**src/rtl/traffic_pkg.sv**
```systemverilog
// Shared light-head and phase encodings for the intersection traffic controllers.
package traffic_pkg;

  localparam logic [2:0] LT_RED = 3'b100;
  localparam logic [2:0] LT_YEL = 3'b010;
  localparam logic [2:0] LT_GRN = 3'b001;

  typedef enum logic [1:0] {
    PH_ALL_RED = 2'b00,
    PH_GREEN   = 2'b01,
    PH_YELLOW  = 2'b10
  } phase_e;

endpackage

```
**src/rtl/rr_pick.sv**
```systemverilog
// Combinational round-robin picker: first set bit of req strictly after ptr,
// wrapping, with ptr itself considered last.
module rr_pick #(
  parameter int N     = 4,
  parameter int IDX_W = 3
) (
  input  logic [N-1:0]     req,
  input  logic [IDX_W-1:0] ptr,
  output logic [IDX_W-1:0] idx,
  output logic             found
);

  logic [N-1:0] sh;

  always_comb begin
    idx   = '0;
    found = 1'b0;
    sh    = '0;
    for (int k = 1; k <= N; k++) begin
      sh = req >> ((int'(ptr) + k) % N);
      if (!found && sh[0]) begin
        idx   = IDX_W'((int'(ptr) + k) % N);
        found = 1'b1;
      end
    end
  end

endmodule

```
**src/rtl/intersection_phase_arbiter.sv**
```systemverilog
// Green-time scheduler for N_APPR approaches: round-robin with min/max green,
// yellow and all-red clearance, and emergency preempt.
import traffic_pkg::*;

module intersection_phase_arbiter #(
  parameter int N_APPR    = 4,
  parameter int MIN_GREEN = 8,
  parameter int MAX_GREEN = 32,
  parameter int YEL_CYC   = 4,
  parameter int RED_CYC   = 2,
  parameter int TMR_W     = 8
) (
  input  logic                  clk,
  input  logic                  rst_n,
  input  logic [N_APPR-1:0]     req,
  input  logic                  preempt,
  input  logic [2:0]            preempt_id,
  output logic [3*N_APPR-1:0]   lights,
  output logic [2:0]            active_id,
  output logic [1:0]            phase,
  output logic                  phase_start
);

  localparam logic [TMR_W-1:0] T_RED = TMR_W'(RED_CYC - 1);
  localparam logic [TMR_W-1:0] T_YEL = TMR_W'(YEL_CYC - 1);
  localparam logic [TMR_W-1:0] T_MIN = TMR_W'(MIN_GREEN - 1);
  localparam logic [TMR_W-1:0] T_MAX = TMR_W'(MAX_GREEN - 1);

  phase_e              phase_q, phase_d;
  logic [TMR_W-1:0]    timer_q, timer_d;
  logic [2:0]          act_q, act_d;
  logic [2:0]          rr_ptr_q, rr_ptr_d;
  logic [2:0]          active_id_q, active_id_d;
  logic [3*N_APPR-1:0] lights_q, lights_d;
  logic                phase_start_q, phase_start_d;

  logic [N_APPR-1:0]   own_mask;
  logic                others, own_req, pre_vld;
  logic [2:0]          rr_idx;
  logic                rr_found;

  rr_pick #(.N(N_APPR), .IDX_W(3)) u_rr_pick (
    .req   (req),
    .ptr   (rr_ptr_q),
    .idx   (rr_idx),
    .found (rr_found)
  );

  always_comb begin
    phase_d  = phase_q;
    act_d    = act_q;
    rr_ptr_d = rr_ptr_q;
    own_mask = N_APPR'(1) << act_q;
    others   = |(req & ~own_mask);
    own_req  = |(req & own_mask);
    // A preempt naming a nonexistent approach is treated as no preempt at all.
    pre_vld  = preempt && (int'(preempt_id) < N_APPR);

    unique case (phase_q)
      PH_ALL_RED: begin
        if (timer_q == T_RED) begin
          phase_d = PH_GREEN;
          if (pre_vld)       act_d = preempt_id;
          else if (rr_found) act_d = rr_idx;
          else               act_d = '0;
          rr_ptr_d = act_d;
        end
      end
      PH_GREEN: begin
        if (pre_vld) begin
          if (preempt_id != act_q) phase_d = PH_YELLOW;
        end else if (timer_q >= T_MIN && others && (!own_req || timer_q >= T_MAX)) begin
          phase_d = PH_YELLOW;
        end
      end
      PH_YELLOW: begin
        if (timer_q == T_YEL) phase_d = PH_ALL_RED;
      end
      default: phase_d = PH_ALL_RED;
    endcase

    if (phase_d != phase_q)  timer_d = '0;
    else if (&timer_q)       timer_d = timer_q;
    else                     timer_d = timer_q + 1'b1;

    active_id_d   = (phase_d == PH_ALL_RED) ? 3'd0 : act_d;
    phase_start_d = (phase_d != phase_q);

    lights_d = '0;
    for (int i = 0; i < N_APPR; i++) begin
      lights_d[3*i +: 3] = LT_RED;
      if (act_d == 3'(i)) begin
        if (phase_d == PH_GREEN)  lights_d[3*i +: 3] = LT_GRN;
        if (phase_d == PH_YELLOW) lights_d[3*i +: 3] = LT_YEL;
      end
    end
  end

  always_ff @(posedge clk) begin
    if (!rst_n) begin
      phase_q       <= PH_ALL_RED;
      timer_q       <= '0;
      act_q         <= '0;
      rr_ptr_q      <= 3'(N_APPR - 1);
      active_id_q   <= '0;
      lights_q      <= {N_APPR{LT_RED}};
      phase_start_q <= 1'b0;
    end else begin
      phase_q       <= phase_d;
      timer_q       <= timer_d;
      act_q         <= act_d;
      rr_ptr_q      <= rr_ptr_d;
      active_id_q   <= active_id_d;
      lights_q      <= lights_d;
      phase_start_q <= phase_start_d;
    end
  end

  assign lights      = lights_q;
  assign active_id   = active_id_q;
  assign phase       = phase_q;
  assign phase_start = phase_start_q;

endmodule

```
**config.mk**
```make
export PLATFORM = sky130hd
export DESIGN_NAME = intersection_phase_arbiter
export DESIGN_NICKNAME = d
export VERILOG_FILES = /design/src/rtl/traffic_pkg.sv /design/src/rtl/rr_pick.sv /design/src/rtl/intersection_phase_arbiter.sv
export SDC_FILE = /design/constraint.sdc
export NUM_CORES = 1
export LEC_CHECK = 0
export ABC_AREA = 1
export BUFFER_PORTS_ARGS = -buffer_cell sky130_fd_sc_hd__buf_2
export CAP_MARGIN = 40
export CORE_MARGIN = 2
export CORE_UTILIZATION = 55
export CTS_CLUSTER_DIAMETER = 200
export CTS_CLUSTER_SIZE = 10
export DETAILED_ROUTE_END_ITERATION = 7
export GPL_ROUTABILITY_DRIVEN = 0
export PLACE_DENSITY = 0.79
export SYNTH_ARGS = -nofsm -noshare
export SYNTH_HDL_FRONTEND = slang
export SYNTH_SLANG_ARGS = --single-unit
```
**constraint.sdc**
```tcl
create_clock -name clk -period 5.1 [get_ports clk]
set_input_delay 1.02 -clock clk [delete_from_list [all_inputs] [get_ports clk]]
set_output_delay 1.02 -clock clk [all_outputs]
set_load 0.02 [all_outputs]
```
==> Word-level counts from Yosys, hierarchy flattened <==
Index checks and enable logic that the tools add are counted.
{ "totals": {"reg_bits": 31, "inputBits": 10, "output_inout_bits": 18, "wordCells": 90} }
{ "classes": {"n_addsub": 5, "n_lt_le_gt_ge": 3, "eq_ne": 11, "n_shift": 5, "mux": 20, "n_bitwise": 8, "n_reduce_logical": 28} }
{ "ops": {"columns": ["op", "n"], "rows": [
  ["$shr 4x32->1", 4],
  ["$mux 3", 10],
  ["$reduce_or 2->1", 6],
  ["$mux 2", 5],
  ["$reduce_and 2->1", 5],
  ["$add 8x1->8 const B", 1],
  ["$and 4x4->4", 2],
  ["$eq 8x1->1 const B", 1],
  ["$eq 8x2->1 const B", 1],
  ["$ge 8x3->1 const B", 1],
  ["$ge 8x5->1 const B", 1],
  ["$reduce_and 8->1", 1],
  ["$reduce_or 4->1", 2],
  ["$eq 3x2->1 const B", 2],
  ["$logic_and 1x1->1", 6],
  ["$pmux 2 s3", 1],
  ["$add 2x1->2 const B", 2],
  ["$add 2x2->2 const B", 2],
  ["$and 1x1->1 const A", 4],
  ["$eq 2x1->1 const B", 2],
  ["$eq 2x2->1 const B", 2],
  ["$logic_not 1->1", 4],
  ["$logic_not 2->1", 2],
  ["$mux 1", 4],
  ["other kinds (9)", 9]
]} }

==> Logic depth before layout (Yosys ltp) <==
{ "logic_depth": {"ltp_word": 20, "mapped_depth": 17, "depth_no_buf": 16} }

==> Cells and area by module <==
Synthesis repeated with hierarchy kept, for this count alone.
{ "unflattened": {"hier_cells": 239, "hier_area_um2": 1719.1} }
{ "by_module_without_submodules": {"columns": ["module", "n_inst", "cells_per_inst", "area_each_um2", "seq_area_each_um2"], "rows": [
  ["intersection_phase_arbiter", 1, 185, 1436.4, 640.6],
  ["rr_pick", 1, 54, 282.8, 0.0]
]} }

==> Worst setup path before layout <==
No wires, ideal clock.
{ "synth_path": {"path_kind": "input to register", "startpoint": "input preempt_id[0]", "endpoint": "register active_id_q[2] (netlist: active_id[2])", "setup_time_ns": 0.064, "arrival_ns": 2.264, "required_ns": 5.036, "setup_slack_ns": 2.772, "stages": 8, "path_buffers": 0, "cell_sequence": "or2_2 > nand3_1 > o211ai_1 > nand2_1 > a21oi_1 > ha_1 > or2_2 > nor2_1"} }
{ "synth_via": {"elab_chain_len": 6, "word_cells_on_any_way": 11, "classes_between": "order compare (1); eq/ne (1); mux (6); reduce/logical (3)"} }
{ "synth_rtl": {"columns": ["element", "line_no", "rtl"], "rows": [
  ["from (decl)", "intersection_phase_arbiter.sv:17", "input logic [2:0] preempt_id,"],
  ["$lt 3x3->1 / $ne 3x3->1 (equally long branches)", "intersection_phase_arbiter.sv:57, intersection_phase_arbiter.sv:71", null],
  ["$logic_and 1x1->1 / $mux 2 (equally long branches)", "intersection_phase_arbiter.sv:57, intersection_phase_arbiter.sv:71", null],
  ["$mux 2", "intersection_phase_arbiter.sv:70", "if (pre_vld) begin"],
  ["$pmux 2 s3", "intersection_phase_arbiter.sv:59", "unique case (phase_q)"],
  ["$logic_not 2->1", "intersection_phase_arbiter.sv:86", "active_id_d = (phase_d == PH_ALL_RED) ? 3'd0 : act_d;"],
  ["$reduce_or 2->1 (no source line)", null, null],
  ["to (signal assigned)", "intersection_phase_arbiter.sv:113", "active_id_q <= active_id_d;"],
  ["to (decl)", "intersection_phase_arbiter.sv:33", "logic [2:0] active_id_q, active_id_d;"]
]} }
Several ways; a longest one is shown, not always the timed one.
A chain may end at the register's enable or synchronous reset.

==> Final worst setup path <==
{ "layout_path": {"startpoint": "input preempt_id[1]", "endpoint": "register active_id_q[2] (netlist: active_id[2])"} }
Same word-level chain as after synthesis.

==> impl_metrics.yaml <==
setup_path:
  worst_setup_path_end_kind: "flip-flop"
  cp_slowest_cell: "or2_2"
  crit_path_max_fanout: 6
  crit_family: "simple AND/OR/NAND/NOR gates"
  cp.required_ps: 5380
  crit_type: "in -> reg"
  cp_cell_sequence: "buf_2 -> xnor2_1 -> nand3_1 -> o211ai_1 -> nand3_1 -> nand2_1 -> inv_1 -> ha_1 -> or2_2 -> nor2_1"
  reg2reg_setup_slack_ps: 2990
  crit_top_cell: "nand3_1"
  cp_slowest_stage_delay_ps: 310
  path_buf_inv: 2
  critPathLaunchType: "primary input"
  arrival_ps: 2550
yosys:
  syn_nets: 239
  syn_area_per_cell_um2: 6.99
  synth_area_leader_cell: "dfxtp_1"
  ys_top_cells_by_area: "dfxtp_1, nand2_1, nor2_1"
  synth_seq_area_share: 0.393
  ys_ff_latch: 31
  synth_cells: 226
  yosysWarningCount: 0
  syn_area_um2: 1580
  ys_types: 27
  synth_top_area_share: 0.393
global_route:
  antenna_found_initial: 0
  grt_pass1_wl_um: 5650
  overflow: 0
  grt_use_total: 0.222
  grt_pass1_vias: 1400
  grt_max_degree: 10
die:
  die_y_um: 57.6
  start_util: 0.578
  dieArea_um2: 3320
  num_io_pins: 28
  fp-row-count: 19
  core_area_um2: 2730
  die_x_um: 57.6
sta:
  timing_hold_violations_final: 0
  setup_violations: 0
  fin_crit_ps: 2270
  slew_headroom: 0.711
  tightest_slew_ps: 432
  drv_slew: 0
  whs_ps: 503
  rsz0062_at_grt: "false"
  min_period_over_period: 0.445
  clock_skew_ps: 14.4
  setup_ws_ps: 2830
  fmax_mhz: 440
  tns_ps: 0
clock_network:
  numCtsBuffers: 5
  cts_root_buffer: "clkbuf_4"
  cts.sinks: 31
  cts.path.max_buffers: 2
  cts.clk_slew.worst_paths_ps: 100
  cts_tree: "yes"
  cts_resized: 0
  cts-hold-fix-buffers: 0
  post-cts-setup-buffers: 0
  ctsHtreeMaxLevel: 2
  insertion_delay_ps: 330
final_layout:
  antenna_cells: 0
  seqCellArea_um2: 621
  multi_input_area_um2: 836
  nNetsFinal: 272
  area_delta_synth_final_pct: 14.6
  final_core_util: 0.663
  layout-drive-gt1-share: 0.250
  n_fill_cell: 252
  layout.cells.most_common: "nand2_1"
  layout_common_cells: "nand2_1, dfxtp_1, nor2_1"
detailed_routing:
  antenna_left: 0
  routed_wl_um: 3260
  drc: 0
  via_count: 1489
  wire_per_inst_um: 11.2
  avgViaCountPerCell: 5.12
  dr.pass1.iters: 4
  drt-initial-drc-count: 73
pwr:
  leakagePower_nw: 0.887
  power_per_cell_area_nw_per_um2: 465
  ir_worst_vdd_v: 0.000384
placed_design:
  dp_slack_ps: 2510
  io_buffers: 27
  dp_hpwl_um: 2460
outcome:
  outcome: "finished clean"
min_path:
  hp-class: "reg -> reg"
flow_run:
  cap_violations: 0
through the flow:
stage,total power [W],instances,instance area (um^2)
2_1_floorplan,0.000612,226,1580
3_3_place_gp,0.000678,283,1740
3_5_place_dp,0.000684,283,1740
4_1_cts,0.000846,291,1810
5_1_grt,0.000912,291,1810
6_report,0.000842,291,1810
worst register-to-register path, stage by stage (launching register included):
cell and delay, ps:
dfxtp_1 410, ha_1 210, nand2_1 140, nor2_1 210, nor2_1 80, nand2_1 70, nand3_1 80, nand2_1 90
a21oi_1 150, ha_1 240, or2_2 310, nor2_1 100
report_power, final:
group | switching, W | total, W | internal (W) | leakage (nW)
combinational | 0.000246 | 0.000372 | 0.000126 | 0.597
clock | 0.0000798 | 0.000161 | 0.0000810 | 0.0386
sequential | 0.0000329 | 0.000310 | 0.000277 | 0.252
total | 0.000358 | 0.000842 | 0.000484 | 0.887
layer usage:
layer / vias to the layer above / part of all wire / GRT usage
met4: 0 / 0.024 / 0.110
met2: 35 / 0.47 / 0.352
met5: - / 0 / 0
met3: 10 / 0.045 / 0.0635
met1: 656 / 0.46 / 0.274
li1: 788 / - / -
state kept, by name (all words and copies together), names as in the netlist:
name and cells:
lights 12, timer_q 8, act_q 3, active_id 3, phase 2, rr_ptr_q 2, phase_start 1
layout make-up:
cell class | count | area share
timing repair buffer | 27 | 0.0746
multi-input combinational | 166 | 0.461
tap | 31 | 0.0214
inverter | 28 | 0.0622
clock buffer | 8 | 0.0380
sequential | 31 | 0.343
Yosys cell counts:
cell	count
nand4_1	3
o21bai_1	1
nor3_2	3
nor2_1	29
o21ai_1	1
buf_6	1
nand2_1	59
nor2_2	3
inv_2	4
xor2_1	1
inv_1	23
o21ai_0	3
xnor2_1	1
dfxtp_1	31
nand2_2	14
nand4_2	1
a31oi_1	4
o211ai_1	4
nand2_4	1
a21oi_1	7
nor3_1	8
inv_8	1
nand3_1	15
ha_1	3
or2_2	2
nand3_2	2
and3_1	1
cells by family after synthesis:
logic type | count (synthesis) | synth area share
compound gates | 20 | 0.0744
xor+xnor | 2 | 0.0111
fa+ha+maj | 3 | 0.0238
buf+inv | 29 | 0.0784
flops | 31 | 0.393
simple gates | 141 | 0.420
worst paths after layout:
check                      from      endpoint  cells after the start
setup reg to reg     timer_q[0]  active_id[2]                     11
setup / recovery  preempt_id[1]  active_id[2]                     10
hold reg to reg      timer_q[6]    timer_q[6]                      2
hold / removal       timer_q[6]    timer_q[6]                      2
Power figures use the tool's default switching activity.
